[src/rtl/spi_frontend_sync.sv]
// spi_frontend_sync: SPI slave front end. Synchronizes the raw sck/sdi/cs pins
// into the clk domain and decodes the mode-dependent sample/shift edges. It also
// produces frame pulses and assembles MSB-first words.
// Optional feature: define SPI_FRONTEND_GLITCH_FILTER_EN to add a per-channel
// glitch filter. With the filter, a synchronized level must persist for
// FILTER_LEN samples before the *_out level follows it.
module spi_frontend_sync #(
    parameter int SYNC_STAGES = 2,
    parameter int WORD_BITS   = 8,
    parameter int FILTER_LEN  = 3
) (
    input  logic                         clk,
    input  logic                         reset,
    input  logic                         sck,
    input  logic                         sdi,
    input  logic                         cs,
    input  logic [1:0]                   mode,
    output logic                         sck_out,
    output logic                         sdi_out,
    output logic                         cs_out,
    output logic                         sample_strobe,
    output logic                         shift_strobe,
    output logic                         frame_start,
    output logic                         frame_end,
    output logic [$clog2(WORD_BITS)-1:0] bit_count,
    output logic                         word_valid,
    output logic [WORD_BITS-1:0]         word
);

    localparam int CW = $clog2(WORD_BITS);
    localparam int CH = 3;
    // Channel order {cs, sdi, sck}; cs idles high (deselected).
    localparam logic [CH-1:0] IDLE_LVL = 3'b100;

    if (SYNC_STAGES < 2 || WORD_BITS < 2 || WORD_BITS > 32 ||
        FILTER_LEN < 2 || FILTER_LEN > 15) begin : g_param_check
        $error("spi_frontend_sync: parameter out of range");
    end

    logic [CH-1:0] pin_s;
    logic [CH-1:0] out_s;
    logic [CH-1:0] hist_r;
    logic [CH-1:0] rise_s;
    logic [CH-1:0] fall_s;
    logic [1:0]    mode_r;

    assign pin_s = {cs, sdi, sck};

    for (genvar g = 0; g < CH; g++) begin : g_ch
        logic [SYNC_STAGES-1:0] chain_r;

        // Metastability chain for one pin
        always_ff @(posedge clk or posedge reset) begin
            if (reset) begin
                chain_r <= {SYNC_STAGES{IDLE_LVL[g]}};
            end else begin
                chain_r <= {chain_r[SYNC_STAGES-2:0], pin_s[g]};
            end
        end

`ifdef SPI_FRONTEND_GLITCH_FILTER_EN
        logic [3:0] cnt_r;
        logic       filt_r;

        // Follow the synchronized level only after FILTER_LEN differing samples in a row
        always_ff @(posedge clk or posedge reset) begin
            if (reset) begin
                cnt_r  <= 4'd0;
                filt_r <= IDLE_LVL[g];
            end else if (chain_r[SYNC_STAGES-1] == filt_r) begin
                cnt_r  <= 4'd0;
            end else if (cnt_r == 4'(FILTER_LEN - 1)) begin
                cnt_r  <= 4'd0;
                filt_r <= chain_r[SYNC_STAGES-1];
            end else begin
                cnt_r  <= cnt_r + 4'd1;
            end
        end

        assign out_s[g] = filt_r;
`else
        assign out_s[g] = chain_r[SYNC_STAGES-1];
`endif
    end

    assign sck_out = out_s[0];
    assign sdi_out = out_s[1];
    assign cs_out  = out_s[2];

    // One-cycle history of each output level, used for edge detection
    always_ff @(posedge clk or posedge reset) begin
        if (reset) begin
            hist_r <= IDLE_LVL;
        end else begin
            hist_r <= out_s;
        end
    end

    // Mode is latched while deselected and frozen for the duration of a frame
    always_ff @(posedge clk or posedge reset) begin
        if (reset) begin
            mode_r <= 2'b00;
        end else if (cs_out) begin
            mode_r <= mode;
        end else begin
            mode_r <= mode_r;
        end
    end

    assign rise_s = out_s & ~hist_r;
    assign fall_s = ~out_s & hist_r;

    logic lead_s;
    logic trail_s;

    // Map sck edges to leading/trailing, then to sample/shift; gate with the chip select
    always_comb begin
        lead_s        = 1'b0;
        trail_s       = 1'b0;
        sample_strobe = 1'b0;
        shift_strobe  = 1'b0;
        if (mode_r[1]) begin
            lead_s  = fall_s[0];
            trail_s = rise_s[0];
        end else begin
            lead_s  = rise_s[0];
            trail_s = fall_s[0];
        end
        if (mode_r[0]) begin
            sample_strobe = trail_s & ~cs_out;
            shift_strobe  = lead_s & ~cs_out;
        end else begin
            sample_strobe = lead_s & ~cs_out;
            shift_strobe  = trail_s & ~cs_out;
        end
    end

    assign frame_start = fall_s[2];
    assign frame_end   = rise_s[2];

    logic [WORD_BITS-1:0] shift_r;
    logic [WORD_BITS-1:0] shift_n;
    logic [WORD_BITS-1:0] word_r;
    logic [WORD_BITS-1:0] word_n;
    logic [CW-1:0]        count_r;
    logic [CW-1:0]        count_n;
    logic                 valid_r;
    logic                 valid_n;

    // Word assembly: clearing at a frame boundary happens before a coincident sample is applied
    always_comb begin
        shift_n = shift_r;
        count_n = count_r;
        word_n  = word_r;
        valid_n = 1'b0;
        if (frame_start || frame_end) begin
            shift_n = {WORD_BITS{1'b0}};
            count_n = {CW{1'b0}};
        end else begin
            shift_n = shift_r;
            count_n = count_r;
        end
        if (sample_strobe) begin
            if (count_n == CW'(WORD_BITS - 1)) begin
                word_n  = {shift_n[WORD_BITS-2:0], sdi_out};
                valid_n = 1'b1;
                shift_n = {WORD_BITS{1'b0}};
                count_n = {CW{1'b0}};
            end else begin
                shift_n = {shift_n[WORD_BITS-2:0], sdi_out};
                count_n = count_n + CW'(1);
            end
        end else begin
            word_n = word_r;
        end
    end

    // Word assembly state
    always_ff @(posedge clk or posedge reset) begin
        if (reset) begin
            shift_r <= {WORD_BITS{1'b0}};
            count_r <= {CW{1'b0}};
            word_r  <= {WORD_BITS{1'b0}};
            valid_r <= 1'b0;
        end else begin
            shift_r <= shift_n;
            count_r <= count_n;
            word_r  <= word_n;
            valid_r <= valid_n;
        end
    end

    assign bit_count  = count_r;
    assign word       = word_r;
    assign word_valid = valid_r;

endmodule

[config.mk]
export PLATFORM = sky130hd
export DESIGN_NAME = spi_frontend_sync
export DESIGN_NICKNAME = d
export VERILOG_FILES = /design/src/rtl/spi_frontend_sync.sv
export SDC_FILE = /design/constraint.sdc
export NUM_CORES = 1
export LEC_CHECK = 0
export ABC_AREA = 1
export BUFFER_PORTS_ARGS = -buffer_cell sky130_fd_sc_hd__buf_2
export CORE_ASPECT_RATIO = 0.75
export CORE_MARGIN = 2
export CORE_UTILIZATION = 57
export CTS_CLUSTER_DIAMETER = 150
export DETAILED_ROUTE_END_ITERATION = 12
export PLACE_DENSITY = 0.94
export SYNTH_ARGS = -nofsm -noshare
export SYNTH_HDL_FRONTEND = slang
export SYNTH_SLANG_ARGS = --single-unit
[constraint.sdc]
create_clock -name clk -period 3.3 [get_ports clk]
set_input_delay 0.66 -clock clk [delete_from_list [all_inputs] [get_ports clk]]
set_output_delay 0.66 -clock clk [all_outputs]
set_load 0.02 [all_outputs]
Yosys cells after proc, flatten, opt, wreduce, memory -nomap -nowiden

Cells that the tools add are included.

Logic and storage cells: 32
Input port bits: 7
Memory bits (writable): 0
Bits in read-only memories: 0
Bits in latches: 0
Register bits: 30
Memories kept: 0

Div/mod/pow operators: 0
Reduce and logical (&&, ||, !) cells: 2
Multipliers: 0
Muxes and demuxes: 12
$add $sub $neg: 1
$lt $le $gt $ge: 0
Bitwise operators: 7
Shifts and indexed selects: 0
Eq/ne operators: 1

Operators by type and width:

| kind                  | number |
|---|---|
| $mux W7               | 3 |
| $mux W3               | 3 |
| $and A3 B3 Y3         | 2 |
| $mux W1               | 6 |
| $not A3 Y3            | 2 |
| $add A3 B1 Y3 const B | 1 |
| $eq A3 B3 Y1 const B  | 1 |
| $and A1 B1 Y1         | 2 |
| $reduce_and A2 Y1     | 1 |
| $logic_or A1 B1 Y1    | 1 |
| $not A1 Y1            | 1 |

Depth between registers and ports, before layout

Depth after elaboration: 7
Mapped depth: 11

Worst setup path after synthesis

No wires, ideal clock.

Path kind: reg-to-reg
From: register g_ch[2].chain_r[1]
To: register shift_r[6]
Slack: 934 ps
Data required time: 3,183 ps
Period minus slack after synthesis: 2,366 ps
Cell stages (with the launch flop): 12
Library setup time: 117 ps
Buffers on the path: 2
Arrival: 2,249 ps
Path through: dfstp_2 inv_1 ha_1 clkbuf_1 nand2_1 inv_1 ha_1 ha_1 clkbuf_1 inv_1 nand2_1 o21ai_2

Word-level cells in the longest chain between the ends: 7
Elaborated cells on any way between the ends: 13
Classes of those cells: 1 x eq/ne; 5 x mux; 6 x bitwise; 1 x reduce/logical

RTL lines:

| what                   | line | text |
|---|---|---|
| from (decl)            | 50   | `logic [SYNC_STAGES-1:0] chain_r;` |
| from (signal assigned) | 55   | `chain_r <= {SYNC_STAGES{IDLE_LVL[g]}};` |
| from (signal assigned) | 57   | `chain_r <= {chain_r[SYNC_STAGES-2:0], pin_s[g]};` |
| $not A3 Y3             | 111  | `assign fall_s = ~out_s & hist_r;` |
| $and A3 B3 Y3          | 111  |  |
| $logic_or A1 B1 Y1     | 156  | `if (frame_start \|\| frame_end) begin` |
| $mux W3                | 156  |  |
| $eq A3 B3 Y1           | 164  | `if (count_n == CW'(WORD_BITS - 1)) begin` |
| $mux W7                | 164  |  |
| $mux W7 (*)            | 163  | `if (sample_strobe) begin` |
| via shift_n[6]         | 142  | `logic [WORD_BITS-1:0] shift_n;` |
| to (signal assigned)   | 181  | `shift_r <= {WORD_BITS{1'b0}};` |
| to (signal assigned)   | 186  | `shift_r <= shift_n;` |
| to (decl)              | 141  | `logic [WORD_BITS-1:0] shift_r;` |

The timed path passes the listed nets; every way through them passes the cells marked *.
A chain may end at the register's enable or synchronous reset.

Worst setup path in the final report

From: register g_ch[2].chain_r[1]
To: output sample_strobe

Word-level cells in the longest chain between the ends: 3
Elaborated cells on any way between the ends: 4
Classes of those cells: 1 x mux; 3 x bitwise

RTL lines:

| what                             | line     | text |
|---|---|---|
| $not A1 Y1 (*)                   | 130, 133 |  |
| $and A1 B1 Y1 (on tied branches) | 133, 130 |  |
| $mux W1 (*)                      | 129      | `if (mode_r[0]) begin` |
| to (decl)                        | 21       | `output logic sample_strobe,` |

Every way passes the cells marked *; elsewhere a longest branch is shown, timed or not.

==> flow_summary.toml <==
[sta]
finalHoldViolCount = 0
timing_worst_slew_pin_value_ns = 1.021
tns_ns = 0
min_period_over_period_pct = 73.09
finalSetupViolations = 0
period_minus_slack_ns = 2.412
unrepaired_setup_endpoints_after_global_routing = "no"
relSlewSlack_pct = 31.88
fin_skew_ns = 0.005615
fmax_mhz = 414.6
maxSlewViolCount = 0

[worst_setup_path]
cp.required_ns = 2.64
timing.critical_path.arrival_ns = 1.75
reg2reg_setup_slack_ns = 0.92
critical_path.endpoint_type = "output port"
setup.worst_path.start_class = "flop"
worst_r2r_path_depth = 9
worstReg2RegStart = "g_ch[2].chain_r[1]$_DFF_PP1_"
worst-path-max-fanout = 18
criticalPathCategory = "flop to output port"
worst_r2r_endpoint = "word[1]$_DFFE_PP0P_"

[cells_and_area]
fillers = 180
post-route-cell-area_mm2 = 0.001493
area_delta_synth_final_pct = 13.73
share_of_final_layout_standard_cells_stronger_than_drive_strength_1_pct = 29.59
finalNetCount = 179
antenna_cells = 0

[logic_synthesis]
top_reg_cell_synth = "dfrtp_1"
synth_seq_cells = 29
synth.distinct_cells = 17
syn_nets = 150
synth-async-reset-ratio_pct = 100.0
post-synth-top-count-cell = "nand2_1"
synthTopCellsByCount = "nand2_1, dfrtp_1, inv_1, nand4_1, o21ai_2"
synth_sequential_area_ratio_pct = 55.58
synth_warnings = 0
synth_cells = 139
number_of_synthesized_flops_with_an_enable_pin = 0
ys_top_cells_by_area = "dfrtp_1, nand2_1, dfstp_2, inv_1, o21ai_2"
syn_area_mm2 = 0.001313
post_synth.cell_area_avg_um2 = 9.443
cell_type_with_the_highest_aggregate_area_in_the_netlist = "dfrtp_1"
yosys.area.top_type_share_pct = 49.57

[routing]
met2_wirelength_um = 1140
wire_length_on_met3_um = 128
detail-route-antenna-nets = 0
drc_errors = 0
avgRoutedWirePerCell_um = 11.89
detail_route.wirelength_um = 2307
drt-vias-per-instance = 4.990
dr_total_vias = 968
wl_met1_um = 1027
highest_layer = "met4"
drt_iter0_drc = 23
dr.pass1.iters = 4

[min_path]
min-delay-start = "g_ch[2].chain_r[0]$_DFF_PP1_"
hold_class = "flop to flop"
holdPathStages = 0
worst_hold_path.endpoint = "g_ch[2].chain_r[1]$_DFF_PP1_"

[placement]
finalWeightedCongestion = 0.7796
dpl-instance-area_mm2 = 0.001441
place.detailed.hpwl_um = 1794
placement.io_buffers = 25

[cts]
worst_skew_pair.late_latency_ns = 0.31
number_of_clock_sinks = 29
cts.clk_slew.worst_paths_ns = 0.08
ctsHtreeMaxLevel = 2
cts_setup_buffers = 0
cts_inserted_buffers = 5
post_cts_resize_count = 0
cts-root-buf = "clkbuf_4"
clock_tree_from_tritoncts = "built"
cts_hold_repair.buffers = 0
clock_tree.buffer_depth = 2

[global_routing]
grt_pass1_wl_um = 3836
grt_antenna_before_repair = 0
globalRouteOverflowTotal = 0
grt_pass1_vias = 896
grt_max_degree = 30
grt_util_all_layers_pct = 19.79

[pwr]
post-layout-total-power_mw = 0.6712
power.ir.vdd_worst_uv = 252.5
power_density_mw_per_mm2 = 449.7
power_leakage_nw = 0.9003

[die]
die-area_mm2 = 0.002706
dieHeight_um = 45.56
start_util_pct = 58.77
dieWidth_um = 59.41
core_region_area_mm2 = 0.002233
placement_rows = 15
number_of_top_level_design_ports = 26

[flow_run]
max_cap_violations = 0

[status]
outcome = "complete, no violations"
[routing by layer]
metal | global-route usage [%] | vias up
met5 | 0 | -
met4 | 8.182 | 0
met3 | 5.966 | 2
met2 | 33.19 | 27
met1 | 23.99 | 451
li1 | - | 488
[critical path, stage by stage, from the launching register on]
cell and delay, ns:
dfstp_2 0.61, nor2_2 0.07, nand2_1 0.14, nand3_4 0.18
nand2_8 0.18, inv_1 0.10, buf_2 0.17
[area by class of cell]
cell class                 count  area (um2)  area share [%]
clock inverter                 2       10.01          0.6706
tap                           25       31.28           2.096
sequential                    29       729.5           48.87
multi-input combinational     87       480.5           32.19
clock buffer                   6       41.29           2.766
timing repair buffer          25       125.1           8.382
inverter                      20       75.07           5.029
[registers in the layout, summed over array words and instances (netlist names)]
signal and flops:
bit_count 3, hist_r 2, mode_r 2, g_ch.chain_r 6, shift_r 7, word 8, word_valid 1
[kinds of logic after synthesis]
logic type | after synthesis | share of synthesized area (%)
buffers and inverters | 23 | 7.817
and+or+nand+nor | 74 | 27.26
AOI/OAI and AO/OA | 9 | 5.529
adders and majority gates | 4 | 3.813
DFF | 29 | 55.58
[report_power, final]
part | switching, mW | leakage [nW] | internal (mW)
clock | 0.113 | 0.0320 | 0.0810
combinational | 0.0681 | 0.493 | 0.0280
sequential | 0.0100 | 0.376 | 0.371
[placed cells by master (no fill, tap or decap)]
master / synthesis / final
a31oi_1: 1 / 1
buf_2: 0 / 25
clkbuf_1: 2 / 1
clkbuf_4: 0 / 5
clkinv_2: 0 / 2
dfrtp_1: 26 / 26
dfstp_2: 3 / 3
ha_1: 4 / 4
inv_1: 20 / 20
nand2_1: 52 / 52
nand2_2: 3 / 3
nand2_8: 1 / 1
nand3_2: 1 / 1
nand3_4: 2 / 2
nand4_1: 8 / 8
nor2_1: 6 / 6
nor2_2: 1 / 1
o21ai_0: 1 / 1
o21ai_2: 7 / 7
[worst max path at each step]
stage                           endpoint  depth (start not counted)  slack [ns]                         start
detailed placement   word[1]$_DFFE_PP0P_                          9        0.94  g_ch[2].chain_r[1]$_DFF_PP1_
global placement     word[6]$_DFFE_PP0P_                          9        1.07  g_ch[2].chain_r[1]$_DFF_PP1_
global route         word[6]$_DFFE_PP0P_                          9        0.74  g_ch[2].chain_r[1]$_DFF_PP1_
floorplan           shift_r[6]$_DFF_PP0_                         11        0.93  g_ch[2].chain_r[1]$_DFF_PP1_
CTS                        sample_strobe                          6        0.87  g_ch[2].chain_r[1]$_DFF_PP1_
finish                     sample_strobe                          6        0.89  g_ch[2].chain_r[1]$_DFF_PP1_
[stage by stage]
step                cells  setup WS, ns  hold slack (ns)  util [%]
finish                194        0.8881           0.3601     66.83
global route          194        0.7429           0.3647     66.83
CTS                   194        0.8729           0.3596     66.83
detailed placement    186        0.9437           0.3389     64.54
global placement      186         1.071           0.3331     64.54
floorplan             139        0.9336           0.3312         -
(Power assumes the default switching activity.)
